==> src/rtl/crc32_pkg.sv <==
// Shared CRC-32 constants, FSM state type and the byte-wide update function
// for the receive FCS checker.
package crc32_pkg;

  localparam logic [31:0] CRC32_POLY    = 32'h04C11DB7;
  localparam logic [31:0] CRC32_INIT    = 32'hFFFFFFFF;
  localparam logic [31:0] CRC32_RESIDUE = 32'hC704DD7B;

  typedef enum logic {
    IDLE,
    RUN
  } state_t;

  // Ethernet sends each byte LSB first; reversing it lets the MSB-first
  // register see the bits in wire order.
  function automatic logic [7:0] bitrev8(input logic [7:0] data);
    logic [7:0] r;
    r = '0;
    for (int unsigned i = 0; i < 8; i++) begin
      r = {r[6:0], data[0]};
      data = data >> 1;
    end
    return r;
  endfunction

  // MSB-first Galois update of the CRC register by one (already reversed) byte.
  function automatic logic [31:0] crc32_upd8(input logic [31:0] crc, input logic [7:0] data);
    logic [31:0] c;
    logic [7:0]  b;
    c = crc;
    b = data;
    for (int unsigned i = 0; i < 8; i++) begin
      if (c[31] ^ b[7]) c = {c[30:0], 1'b0} ^ CRC32_POLY;
      else              c = {c[30:0], 1'b0};
      b = {b[6:0], 1'b0};
    end
    return c;
  endfunction

endpackage

==> src/rtl/crc32_rx_fcs_check_if.sv <==
// Byte stream into and out of the FCS checker.
// master: the de-framer/buffer side; slave: the checker.
interface crc32_rx_fcs_check_if;
  logic       in_valid;
  logic       in_sop;
  logic       in_eop;
  logic [7:0] in_data;
  logic       out_valid;
  logic       out_sop;
  logic       out_eop;
  logic       out_err;
  logic       out_abort;
  logic [7:0] out_data;

  modport master (
    output in_valid, in_sop, in_eop, in_data,
    input  out_valid, out_sop, out_eop, out_err, out_abort, out_data
  );

  modport slave (
    input  in_valid, in_sop, in_eop, in_data,
    output out_valid, out_sop, out_eop, out_err, out_abort, out_data
  );
endinterface

==> src/rtl/crc32_d8.sv <==
// Registered byte-serial CRC-32 engine. crc_next is the register value after
// the current byte; sop restarts the computation from the init value.
module crc32_d8
  import crc32_pkg::*;
(
  input  logic        clk,
  input  logic        rst,
  input  logic        en,
  input  logic        sop,
  input  logic [7:0]  data,
  output logic [31:0] crc_next
);

  logic [31:0] crc;

  // Next CRC value for the byte on the input, seeded fresh on sop.
  always_comb begin
    crc_next = crc32_upd8(sop ? CRC32_INIT : crc, bitrev8(data));
  end

  // CRC register advances on every accepted byte.
  always_ff @(posedge clk) begin
    if (!rst)    crc <= CRC32_INIT;
    else if (en) crc <= crc_next;
  end

endmodule

==> src/rtl/crc32_rx_fcs_check.sv <==
// Receive-side Ethernet FCS checker: CRC-32 residue check over every byte,
// FCS stripped by a 4-byte delay line, good/bad flag on the last payload byte.
// Optional statistics counters enabled by defining CRC_RX_STATS_EN.
module crc32_rx_fcs_check
  import crc32_pkg::*;
#(
  parameter int unsigned MIN_LEN = 64,
  parameter logic [31:0] RESIDUE = CRC32_RESIDUE,
  parameter int unsigned CNT_W   = 16
) (
  input  logic                  clk,
  input  logic                  rst,
  crc32_rx_fcs_check_if.slave   bus,
  output logic [CNT_W-1:0]      stat_good,
  output logic [CNT_W-1:0]      stat_bad,
  output logic [CNT_W-1:0]      stat_runt
);

  localparam logic [15:0] MIN_LEN16 = 16'(MIN_LEN);

  state_t            state;
  logic [15:0]       cnt;
  logic [2:0]        occ;
  logic [3:0][7:0]   dly;
  logic              emitted;

  logic              acc;
  logic              abort_ev;
  logic              emit;
  logic [15:0]       cnt_n;
  logic              short_frm;
  logic              crc_ok;
  logic [31:0]       crc_next;

  crc32_d8 u_crc (
    .clk      (clk),
    .rst      (rst),
    .en       (acc),
    .sop      (bus.in_sop),
    .data     (bus.in_data),
    .crc_next (crc_next)
  );

  // Byte acceptance, length tracking and frame classification for this byte.
  always_comb begin
    acc       = bus.in_valid && (state == RUN || bus.in_sop);
    abort_ev  = acc && bus.in_sop && state == RUN;
    emit      = acc && !bus.in_sop && occ == 3'd4;
    if (bus.in_sop)      cnt_n = 16'd1;
    else if (cnt == '1)  cnt_n = cnt;
    else                 cnt_n = cnt + 16'd1;
    // Frames of 4 bytes or less carry no payload and are always runts.
    short_frm = cnt_n < MIN_LEN16 || cnt_n <= 16'd4;
    crc_ok    = crc_next == RESIDUE;
  end

  // FSM, delay line and registered output stage.
  always_ff @(posedge clk) begin
    if (!rst) begin
      state         <= IDLE;
      cnt           <= '0;
      occ           <= '0;
      dly           <= '0;
      emitted       <= 1'b0;
      bus.out_valid <= 1'b0;
      bus.out_sop   <= 1'b0;
      bus.out_eop   <= 1'b0;
      bus.out_err   <= 1'b0;
      bus.out_abort <= 1'b0;
      bus.out_data  <= '0;
    end else begin
      bus.out_valid <= 1'b0;
      bus.out_sop   <= 1'b0;
      bus.out_eop   <= 1'b0;
      bus.out_err   <= 1'b0;
      bus.out_abort <= 1'b0;
      bus.out_data  <= '0;
      if (acc) begin
        cnt <= cnt_n;
        dly <= {dly[2:0], bus.in_data};
        // A sop restarts the line at one entry; the previous frame's
        // leftovers are dropped and an abort flagged if any were emitted.
        if (bus.in_sop) begin
          bus.out_abort <= abort_ev && emitted;
          occ           <= 3'd1;
          emitted       <= 1'b0;
        end else if (occ != 3'd4) begin
          occ <= occ + 3'd1;
        end
        if (emit) begin
          bus.out_valid <= 1'b1;
          bus.out_data  <= dly[3];
          bus.out_sop   <= !emitted;
          bus.out_eop   <= bus.in_eop;
          bus.out_err   <= bus.in_eop && (short_frm || !crc_ok);
          emitted       <= 1'b1;
        end
        if (bus.in_eop) begin
          state   <= IDLE;
          occ     <= '0;
          emitted <= 1'b0;
        end else begin
          state <= RUN;
        end
      end
    end
  end

`ifdef CRC_RX_STATS_EN
  logic eop_ev;
  logic good_ev;
  logic bad_ev;
  logic runt_ev;

  // Frame outcome events; runt takes precedence over a CRC error.
  always_comb begin
    eop_ev  = acc && bus.in_eop;
    runt_ev = eop_ev && short_frm;
    good_ev = eop_ev && !short_frm && crc_ok;
    bad_ev  = abort_ev || (eop_ev && !short_frm && !crc_ok);
  end

  // Saturating statistics counters.
  always_ff @(posedge clk) begin
    if (!rst) begin
      stat_good <= '0;
      stat_bad  <= '0;
      stat_runt <= '0;
    end else begin
      if (good_ev && stat_good != '1) stat_good <= stat_good + CNT_W'(1);
      if (bad_ev  && stat_bad  != '1) stat_bad  <= stat_bad  + CNT_W'(1);
      if (runt_ev && stat_runt != '1) stat_runt <= stat_runt + CNT_W'(1);
    end
  end
`else
  assign stat_good = '0;
  assign stat_bad  = '0;
  assign stat_runt = '0;
`endif

endmodule

==> src/flat_wrapper.sv <==
// flat-port wrapper written by rule: the top's interface ports become plain ports
module crc32_rx_fcs_check_flat import crc32_pkg::*;
#(
  parameter int unsigned MIN_LEN = 64,
  parameter logic [31:0] RESIDUE = CRC32_RESIDUE,
  parameter int unsigned CNT_W   = 16
)
  (clk, rst, stat_good, stat_bad, stat_runt, bus_in_valid, bus_in_sop, bus_in_eop, bus_in_data, bus_out_valid, bus_out_sop, bus_out_eop, bus_out_err, bus_out_abort, bus_out_data);
  crc32_rx_fcs_check_if bus_i ();
  input  logic clk;
  input  logic rst;
  output logic [CNT_W-1:0] stat_good;
  output logic [CNT_W-1:0] stat_bad;
  output logic [CNT_W-1:0] stat_runt;
  input wire logic [$bits(bus_i.in_valid)-1:0] bus_in_valid;
  input wire logic [$bits(bus_i.in_sop)-1:0] bus_in_sop;
  input wire logic [$bits(bus_i.in_eop)-1:0] bus_in_eop;
  input wire logic [$bits(bus_i.in_data)-1:0] bus_in_data;
  output wire logic [$bits(bus_i.out_valid)-1:0] bus_out_valid;
  output wire logic [$bits(bus_i.out_sop)-1:0] bus_out_sop;
  output wire logic [$bits(bus_i.out_eop)-1:0] bus_out_eop;
  output wire logic [$bits(bus_i.out_err)-1:0] bus_out_err;
  output wire logic [$bits(bus_i.out_abort)-1:0] bus_out_abort;
  output wire logic [$bits(bus_i.out_data)-1:0] bus_out_data;
  assign bus_i.in_valid = bus_in_valid;
  assign bus_i.in_sop = bus_in_sop;
  assign bus_i.in_eop = bus_in_eop;
  assign bus_i.in_data = bus_in_data;
  assign bus_out_valid = bus_i.out_valid;
  assign bus_out_sop = bus_i.out_sop;
  assign bus_out_eop = bus_i.out_eop;
  assign bus_out_err = bus_i.out_err;
  assign bus_out_abort = bus_i.out_abort;
  assign bus_out_data = bus_i.out_data;
  crc32_rx_fcs_check #(.MIN_LEN(MIN_LEN), .RESIDUE(RESIDUE), .CNT_W(CNT_W)) u_core (.clk(clk), .rst(rst), .bus(bus_i), .stat_good(stat_good), .stat_bad(stat_bad), .stat_runt(stat_runt));
endmodule
==> config.mk <==
export PLATFORM = sky130hd
export DESIGN_NAME = crc32_rx_fcs_check_flat
export DESIGN_NICKNAME = d
export VERILOG_FILES = /design/src/rtl/crc32_pkg.sv /design/src/rtl/crc32_rx_fcs_check_if.sv /design/src/rtl/crc32_d8.sv /design/src/rtl/crc32_rx_fcs_check.sv /design/src/flat_wrapper.sv
export SDC_FILE = /design/constraint.sdc
export NUM_CORES = 1
export LEC_CHECK = 0
export BUFFER_PORTS_ARGS = -buffer_cell sky130_fd_sc_hd__buf_2
export CORE_AREA = 2 2 91 115
export DETAILED_ROUTE_END_ITERATION = 8
export DIE_AREA = 0 0 93 117
export PLACE_DENSITY_LB_ADDON = 0.15
export SYNTH_ARGS = -nofsm -noshare
export SYNTH_HDL_FRONTEND = slang
export SYNTH_SLANG_ARGS = --single-unit
==> constraint.sdc <==
create_clock -name clk -period 5.2 [get_ports clk]
set_input_delay 0.52 -clock clk [delete_from_list [all_inputs] [get_ports clk]]
set_output_delay 0.52 -clock clk [all_outputs]
set_load 0.02 [all_outputs]
==> flow_metrics.tcl, run 1 <==
set metrics [dict create \
    vias 4221 \
    cts_resized 0 \
    postSynth.asyncResetShare_pct 0 \
    dpl.hpwl_um 8031 \
    drv_cap 0 \
    io_pins 74 \
    yosysTopAreaCell "dfxtp_1" \
    numCtsBuffers 9 \
    ys.flop_type "dfxtp_1" \
    insertion_delay_ns 0.34 \
    synth_area_leaders "dfxtp_1 34%, xnor2_1 9.0%, nand2_1 8.5%" \
    clockBufferDepth 2 \
    place.gp.congestion 0.9081 \
    syn-cell-area_um2 5759 \
    synth.avg_cell_area_um2 8.457 \
    viasPerCell 5.243 \
    antenna_cells 0 \
    syn_to_final_growth_pct 3.845 \
    clock_skew_ns 0.004250 \
    grt_pass1_vias 3785 \
    synth_seq_cells 98 \
    holdBufCountCts 0 \
    period_needed_ns 3.128 \
    slew_viol_final 0 \
    h-tree-depth 3 \
    powerDensity_nw_per_um2 350.7 \
    power_mw 2.098 \
    power_frac_comb_pct 28.6 \
    drt_iter0_drc 220 \
    core-area_um2 9849 \
    p_leak_nw 2.360 \
    cp_max_fo 32 \
    vdd_drop_max_mv 0.1861 \
    synth-seq-area-share_pct 34.06 \
    status "complete, no violations" \
    grt_max_degree 106 \
    synth_top_area_share_pct 34.06 \
    reg2reg_depth 8 \
    start_util_pct 58.47 \
    cts_root_buf "clkbuf_16" \
    slew-limit-headroom_pct 32.23 \
    fin_crit_sh_pct 60.15 \
    drt-pass1-iter-count 5 \
    tns_ns 0 \
    critPathMaxStageDelay_ns 0.51 \
    seqPwrFrac_pct 39.3 \
    fp.dieH_um 117 \
    cts_sinks 98 \
    die-area_um2 10880 \
    fin_nets 688 \
    endpoint_kind "flip-flop" \
    finalHoldViolations 0 \
    switching_power_mw 0.6722 \
    slowest_stage "xnor3_1" \
    post_cts.repair.setup_buffers 0 \
    drtAntennaViolNets 0 \
    grt_antenna_before_repair 0 \
    path_cells "buf_2 > inv_2 > a21oi_1 > or2_1 > xnor3_1 > nor3_1 > nand4_1 > a2111oi_4 > a21boi_1" \
    rows 41 \
    cp-start-kind "input port" \
    layout-drive-gt1-share_pct 9.615 \
    grt_use_total_pct 22.00 \
    critPathKind "input port to flip-flop" \
    io_buffers 25 \
    synth_edf_count 0 \
    drc 0 \
    fmax_mhz 319.7 \
    setup_viol 0 \
    pwr-share-clk_pct 32.1 \
    worst_pin_slew_ns 1.017 \
    wl_per_cell_um 14.57 \
    synth_cell_type_count 58 \
    sw_frac_of_total_pct 32.05 \
    cts_tree "yes" \
    routed_wl_um 11730 \
    hold_depth 1 \
    synth_cells 681 \
    grt_pass1_wl_um 18700 \
    cp.required_ns 5.42 \
    clk_pin_slew_worst_paths_ns 0.07 \
    ys_warn_count 0 \
    min_path_type "flip-flop to flip-flop" \
    die_width_um 93 \
    rsz0062_at_grt "false" \
    cell_internal_pwr_mw 1.425 \
    overflow 0 \
    crit_arrival_ns 3.35 \
]
==> path summary, 6_finish.rpt <==
path / start / endpoint / slack [ns]
setup reg to reg: u_core.u_crc.crc[31] / u_core.bus.out_err / 2.30
hold / removal: u_core.dly[26] / u_core.bus.out_data[2] / 0.46
hold reg to reg: u_core.dly[26] / u_core.bus.out_data[2] / 0.46
setup / recovery: bus_in_sop / u_core.bus.out_err / 2.07
==> per-layer routing <==
metal / wire length [um] / part of all wire [%] / up-vias / track usage (%)
met3: 373 / 3.2 / 27 / 2.625
li1: - / - / 2148 / -
met2: 5782 / 49 / 101 / 37.10
met4: 403 / 3.4 / 0 / 12.06
met5: 0 / 0 / - / 0
met1: 5171 / 44 / 1945 / 27.61
==> layout make-up <==
class	count	area (um^2)
clock inverters	6	70.07
multi-input cells	528	3385
fillers	880	3869
inverters	5	18.77
flip-flops and latches	98	1962
clock buffers	10	229.0
repair buffers	29	155.1
well taps	129	161.4
==> Yosys cell counts, types with 3 or more instances <==
library cell and instances:
a211oi_1 3, a21boi_0 37, a21oi_1 18, a31oi_1 4, and2_1 11, and3_1 3
and4_1 5, buf_1 8, buf_2 7, buf_4 50, buf_6 3, clkbuf_1 29
dfxtp_1 98, ha_1 4, inv_1 4, nand2_1 130, nand3_1 21, nand4_1 8
nor2_1 47, nor2b_1 4, nor3_1 8, nor3b_1 4, nor4_1 5, o211ai_1 23
o21ai_0 11, xnor2_1 59, xnor2_2 4, xnor3_1 8, xor2_1 24
==> state kept, by name, indices dropped and copies added (netlist names) <==
signal and flops:
u_core.dly 32, u_core.u_crc.crc 32, u_core.cnt 16, u_core.bus.out_data 8, u_core.occ 3, u_core.bus.out_abort 1, u_core.bus.out_eop 1, u_core.bus.out_err 1
u_core.bus.out_sop 1, u_core.bus.out_valid 1, u_core.emitted 1, u_core.state 1
==> logic make-up (layout without fill, tap and decap cells) <==
| logic type | Yosys count | after routing | synth area share, % |
|---|---|---|---|
| and+or+nand+nor | 258 | 258 | 20.33 |
| DFF | 98 | 98 | 34.06 |
| other | 1 | 48 | 0.06511 |
| AOI/OAI and AO/OA | 112 | 112 | 13.77 |
| muxes | 4 | 4 | 0.7386 |
| buffers and inverters | 102 | 50 | 10.45 |
| xor gates and xnor gates | 102 | 102 | 19.70 |
| adders and majority gates | 4 | 4 | 0.8690 |
==> layout by cell type (no fill, tap or decap), drive strengths merged, types with 3 or more instances in the layout <==
| master | n |
|---|---|
| and3 | 4 |
| o21ai | 13 |
| nor2b | 4 |
| a21oi | 18 |
| ha | 4 |
| inv | 8 |
| clkbuf | 10 |
| nand4 | 8 |
| buf | 29 |
| o211ai | 23 |
| xnor2 | 65 |
| or2 | 3 |
| nor3b | 4 |
| nor3 | 8 |
| a31oi | 4 |
| nand3 | 21 |
| xnor3 | 8 |
| dfxtp | 98 |
| xor2 | 27 |
| nor2 | 48 |
| and4 | 5 |
| nor4 | 5 |
| and2 | 12 |
| nand2 | 130 |
| a211oi | 3 |
| a21boi | 38 |
| conb | 48 |
==> stage by stage <==
stage | cells | setup WS, ns | utilization [%] | hold WS [ns] | instance area (um^2)
2_1_floorplan | 728 | 2.516 | - | 0.4224 | 5936
3_3_place_gp | 789 | 1.846 | 57.69 | 0.4369 | 5682
3_5_place_dp | 789 | 1.731 | 57.69 | 0.4434 | 5682
4_1_cts | 805 | 2.082 | 60.72 | 0.4594 | 5981
5_1_grt | 805 | 1.765 | 60.72 | 0.4791 | 5981
6_report | 805 | 2.072 | 60.72 | 0.4552 | 5981
==> power by group through the flow <==
stage / Sequential (mW) / Clock [mW] / Combinational, mW
after floorplan: 0.825 / 0 / 0.533
after global placement: 0.841 / 0 / 0.589
after detailed placement: 0.842 / 0 / 0.597
after CTS: 0.825 / 0.690 / 0.600
after global routing: 0.829 / 0.715 / 0.650
final: 0.825 / 0.673 / 0.599
==> worst max-delay path, delay by kind of cell <==
kind,cells,cell delay (ns)
AOI/OAI and AO/OA,3,0.70
xor gates and xnor gates,1,0.51
buffers and inverters,2,0.72
and+or+nand+nor,3,0.87
(Power assumes the default switching activity.)
==> inputs of run 2 (changes only) <==
Settings changed: CORE_AREA 2 2 91 115 to 2 2 92 116, DIE_AREA 0 0 93 117 to 0 0 94 118.
Clock period 5.2 ns to 2.9 ns, I/O delays scaled along.
==> flow_metrics.tcl, run 2 (same netlist as run 1, synthesis figures left out) <==
set metrics [dict create \
    drt_iter0_drc 229 \
    fillerInstances 931 \
    rows 41 \
    core-area_um2 10000 \
    power_frac_comb_pct 28.9 \
    cts_sinks 98 \
    dp_slack_ns 0.2135 \
    layout_commonest_cell "nand2_1" \
    die_width_um 94 \
    io_buffers 25 \
    routed_wl_um 11990 \
    power_mw 3.863 \
    critPathKind "flip-flop to flip-flop" \
    holdPathEnd "u_core.bus.out_sop" \
    finalHoldViolations 0 \
    drc 0 \
    fin_nets 700 \
    vias 4339 \
    vdd_drop_max_mv 0.3541 \
    p_leak_nw 2.428 \
    tns_ns 0 \
    wl_per_cell_um 14.68 \
    drtAntennaViolNets 0 \
    io_pins 74 \
    dpl.hpwl_um 8352 \
    setup_ws_ns 0.2487 \
    layout.cells.non_filler 817 \
    start_util_pct 57.57 \
    endpoint_kind "flip-flop" \
    cp.required_ns 3.13 \
    drt-pass1-iter-count 5 \
    h-tree-depth 3 \
    overflow 0 \
    cp_max_fo 6 \
    clock_skew_ns 0.01023 \
    drv_cap 0 \
    r2r-start "u_core.u_crc.crc[31]" \
    place.gp.congestion 0.9134 \
    post_cts.repair.setup_buffers 0 \
    grt_max_degree 84 \
    cts_tree "yes" \
    grt_use_total_pct 21.92 \
    insertion_delay_ns 0.35 \
    syn_to_final_growth_pct 6.018 \
    grt_pass1_wl_um 19300 \
    grt_antenna_before_repair 0 \
    cp-start-kind "flip-flop" \
    cts_root_buf "clkbuf_16" \
    fmax_mhz 377.2 \
    layout_common_cells "130 x nand2_1, 98 x dfxtp_1, 59 x xnor2_1" \
    fin_crit_sh_pct 91.42 \
    reg.largest.list "u_core.dly x32, u_core.u_crc.crc x32, u_core.cnt x16" \
    crit_arrival_ns 2.88 \
    period_needed_ns 2.651 \
    setup_viol 0 \
    worst_pin_slew_ns 0.7530 \
    numCtsBuffers 9 \
    switching_power_mw 1.255 \
    fin_hold_ws_ns 0.2289 \
    placedCellCount 801 \
    grt_pass1_vias 3955 \
    cts_resized 0 \
    status "complete, no violations" \
    hold_depth 3 \
    slew-limit-headroom_pct 49.80 \
    r2r_end "u_core.bus.out_err" \
    viasPerCell 5.311 \
    holdBufCountCts 0 \
    clockBufferDepth 2 \
    min_path_type "input port to flip-flop" \
    fp.dieH_um 118 \
    sw_frac_of_total_pct 32.48 \
    die-area_um2 11090 \
    slew_viol_final 0 \
    min-delay-start "rst" \
    pwr-share-clk_pct 32.9 \
    antenna_cells 0 \
    seqPwrFrac_pct 38.1 \
    reg2reg_setup_slack_ns 0.25 \
    reg2reg_depth 9 \
    layout-drive-gt1-share_pct 11.34 \
    rsz0062_at_grt "false" \
    cell_internal_pwr_mw 2.608 \
    clk_pin_slew_worst_paths_ns 0.07 \
    powerDensity_nw_per_um2 632.7 \
]
-- run 2: layer usage --
| metal | global-route usage, % | vias to the layer above | wire length (um) |
|---|---|---|---|
| met2 | 34.78 | 122 | 5827 |
| met3 | 2.689 | 39 | 429 |
| li1 | - | 2175 | - |
| met1 | 27.87 | 2003 | 5174 |
| met5 | 0 | - | 0 |
| met4 | 13.86 | 0 | 558 |
-- run 2: worst max-delay path by stage --
stage,from,to,slack [ns],cells past startpoint
after floorplan,bus_in_data[7],u_core.bus.out_err,0.45,8
after global placement,bus_in_data[0],u_core.bus.out_err,0.26,8
after detailed placement,bus_in_data[0],u_core.bus.out_err,0.21,10
after CTS,u_core.u_crc.crc[31],u_core.bus.out_err,0.26,9
after global routing,u_core.u_crc.crc[28],u_core.bus.out_err,0.13,8
final,u_core.u_crc.crc[31],u_core.bus.out_err,0.25,9
-- run 2: critical path, stage by stage (launching register included) --
cell       delay, ns
dfxtp_1         0.38
xor2_1          0.23
a21oi_1         0.14
or2_1           0.37
buf_12          0.19
xnor2_4         0.15
xnor2_2         0.18
or4_4           0.45
a2111oi_4       0.36
a21boi_1        0.09
-- run 2: per-stage QoR --
| step | area, um^2 | util, % |
|---|---|---|
| after global placement | 5784 | 57.82 |
| after global routing | 6106 | 61.04 |
| after CTS | 6106 | 61.04 |
| after floorplan | 5936 | - |
| final | 6106 | 61.04 |
| after detailed placement | 5784 | 57.82 |
-- run 2: layout make-up --
class	count	area [um^2]	area share (%)
clock buffers	9	225.2	3.689
clock inverters	7	96.34	1.578
inverters	5	18.77	0.3074
multi-input cells	528	3385	55.43
flip-flops and latches	98	1962	32.13
well taps	129	161.4	2.643
repair buffers	41	257.7	4.221
-- run 2: power by group through the flow --
stage	registers, mW	clock network, mW	logic [mW]
3_3_place_gp	1.50	0	1.10
2_1_floorplan	1.48	0	0.956
4_1_cts	1.47	1.31	1.11
5_1_grt	1.48	1.36	1.21
6_report	1.47	1.27	1.12
3_5_place_dp	1.50	0	1.10
==> inputs of run 3 (changes only) <==
Settings changed: PLACE_DENSITY from default to 0.85, PLACE_DENSITY_LB_ADDON 0.15 to default, RECOVER_POWER from default to 100.
==> flow_metrics.tcl, run 3 (same netlist as run 1, synthesis figures left out) <==
set metrics [dict create \
    status "complete, no violations" \
    fp.dieH_um 118 \
    cts_sinks 98 \
    cp.required_ns 3.12 \
    viasPerCell 5.438 \
    slew_viol_final 0 \
    reg.largest.list "u_core.dly x32, u_core.u_crc.crc x32, u_core.cnt x16" \
    slew-limit-headroom_pct 1.569 \
    endpoint_kind "flip-flop" \
    drc 0 \
    layout_common_cells "130 x nand2_1, 98 x dfxtp_1, 60 x xnor2_1" \
    min_path_type "input port to flip-flop" \
    fillerInstances 870 \
    highest_layer "met4" \
    p_leak_nw 2.327 \
    core-area_um2 10000 \
    vdd_drop_max_mv 0.4089 \
    grt_antenna_before_repair 0 \
    dpl.hpwl_um 8249 \
    crit_arrival_ns 2.92 \
    layout_commonest_cell "nand2_1" \
    drt_iter0_drc 298 \
    final_core_util_pct 60.25 \
    layout.cells.non_filler 816 \
    period_needed_ns 2.694 \
    critPathKind "flip-flop to flip-flop" \
    drtAntennaViolNets 0 \
    io_pins 74 \
    regArea_um2 1962 \
    syn_to_final_growth_pct 4.649 \
    multiInputGateArea_um2 3359 \
    die-area_um2 11090 \
    drt-pass1-iter-count 5 \
    rsz0062_at_grt "false" \
    vias 4437 \
    cp_max_fo 5 \
    wl_met1_um 5180 \
    dp_slack_ns 0.1801 \
    powerDensity_nw_per_um2 635.0 \
    overflow 0 \
    drv_cap 0 \
    routed_wl_um 12010 \
    layout-drive-gt1-share_pct 8.443 \
    tns_ns 0 \
    insertion_delay_ns 0.35 \
    clock_skew_ns 0.01173 \
    die_width_um 94 \
    finalHoldViolations 0 \
    cp-start-kind "flip-flop" \
    grt_pass1_vias 4114 \
    clk_pin_slew_worst_paths_ns 0.07 \
    setup_ws_ns 0.2055 \
    place.gp.congestion 0.9120 \
    setup_viol 0 \
    rows 41 \
    cts_tree "yes" \
    grt_use_total_pct 22.08 \
    io_buffers 25 \
    post_cts.repair.setup_buffers 0 \
    placedCellCount 800 \
    dr_wl_met3_um 644 \
    fmax_mhz 371.1 \
    wl_per_cell_um 14.71 \
    fin_crit_sh_pct 92.91 \
    power_mw 3.827 \
    start_util_pct 57.57 \
    worst_pin_slew_ns 1.476 \
    numCtsBuffers 9 \
    h-tree-depth 3 \
    grt_pass1_wl_um 19600 \
    fin_nets 699 \
    antenna_cells 0 \
    dr_wl_met2_um 5914 \
    cts_root_buf "clkbuf_16" \
    clockBufferDepth 2 \
    grt_max_degree 84 \
]
==> run 3: critical path, cell delays in order, from the launching register on <==
cell,delay [ns]
dfxtp_1,0.49
xnor2_1,0.22
nor2_1,0.09
xnor2_1,0.43
xnor2_4,0.21
xnor2_1,0.20
or4_4,0.46
a2111oi_4,0.37
a21boi_1,0.11
==> run 3: worst paths after layout <==
check	slack [ns]	cells past startpoint	endpoint	startpoint
worst min register to register	0.45	1	u_core.bus.out_data[7]	u_core.dly[31]
worst max-delay path	0.21	8	u_core.bus.out_err	u_core.u_crc.crc[28]
worst max register to register	0.21	8	u_core.bus.out_err	u_core.u_crc.crc[28]
worst min-delay path	0.22	3	u_core.bus.out_abort	bus_in_valid
==> run 3: timing repair <==
item,CTS,global route
resized for setup,0,1
hold buffers,0,0
setup endpoints to repair,0,1
==> run 3: per-stage QoR <==
stage / hold slack [ns] / area [um^2]
after detailed placement: 0.4378 / 5776
after CTS: 0.2373 / 6096
after global routing: 0.2409 / 6027
after floorplan: 0.4224 / 5936
after global placement: 0.4363 / 5776
final: 0.2160 / 6027
==> run 3: power breakdown <==
| part | switching (mW) | internal (mW) | leakage, nW |
|---|---|---|---|
| clock network | 0.571 | 0.694 | 0.150 |
| logic | 0.607 | 0.478 | 1.38 |
| registers | 0.0634 | 1.41 | 0.799 |
| total | 1.24 | 2.59 | 2.33 |
==> run 3: cell type report <==
| class | count | area share [%] |
|---|---|---|
| multi-input cells | 528 | 55.74 |
| flip-flops and latches | 98 | 32.55 |
| clock buffers | 9 | 3.737 |
| repair buffers | 40 | 3.405 |
| well taps | 129 | 2.678 |
| clock inverters | 7 | 1.578 |
| inverters | 5 | 0.3114 |
==> run 3: per-layer routing <==
layer  GRT usage, %  vias to the layer above
met3          4.033                       23
met1          29.12                     2082
met2          35.63                      155
met5              0                        -
li1               -                     2177
met4          8.605                        0
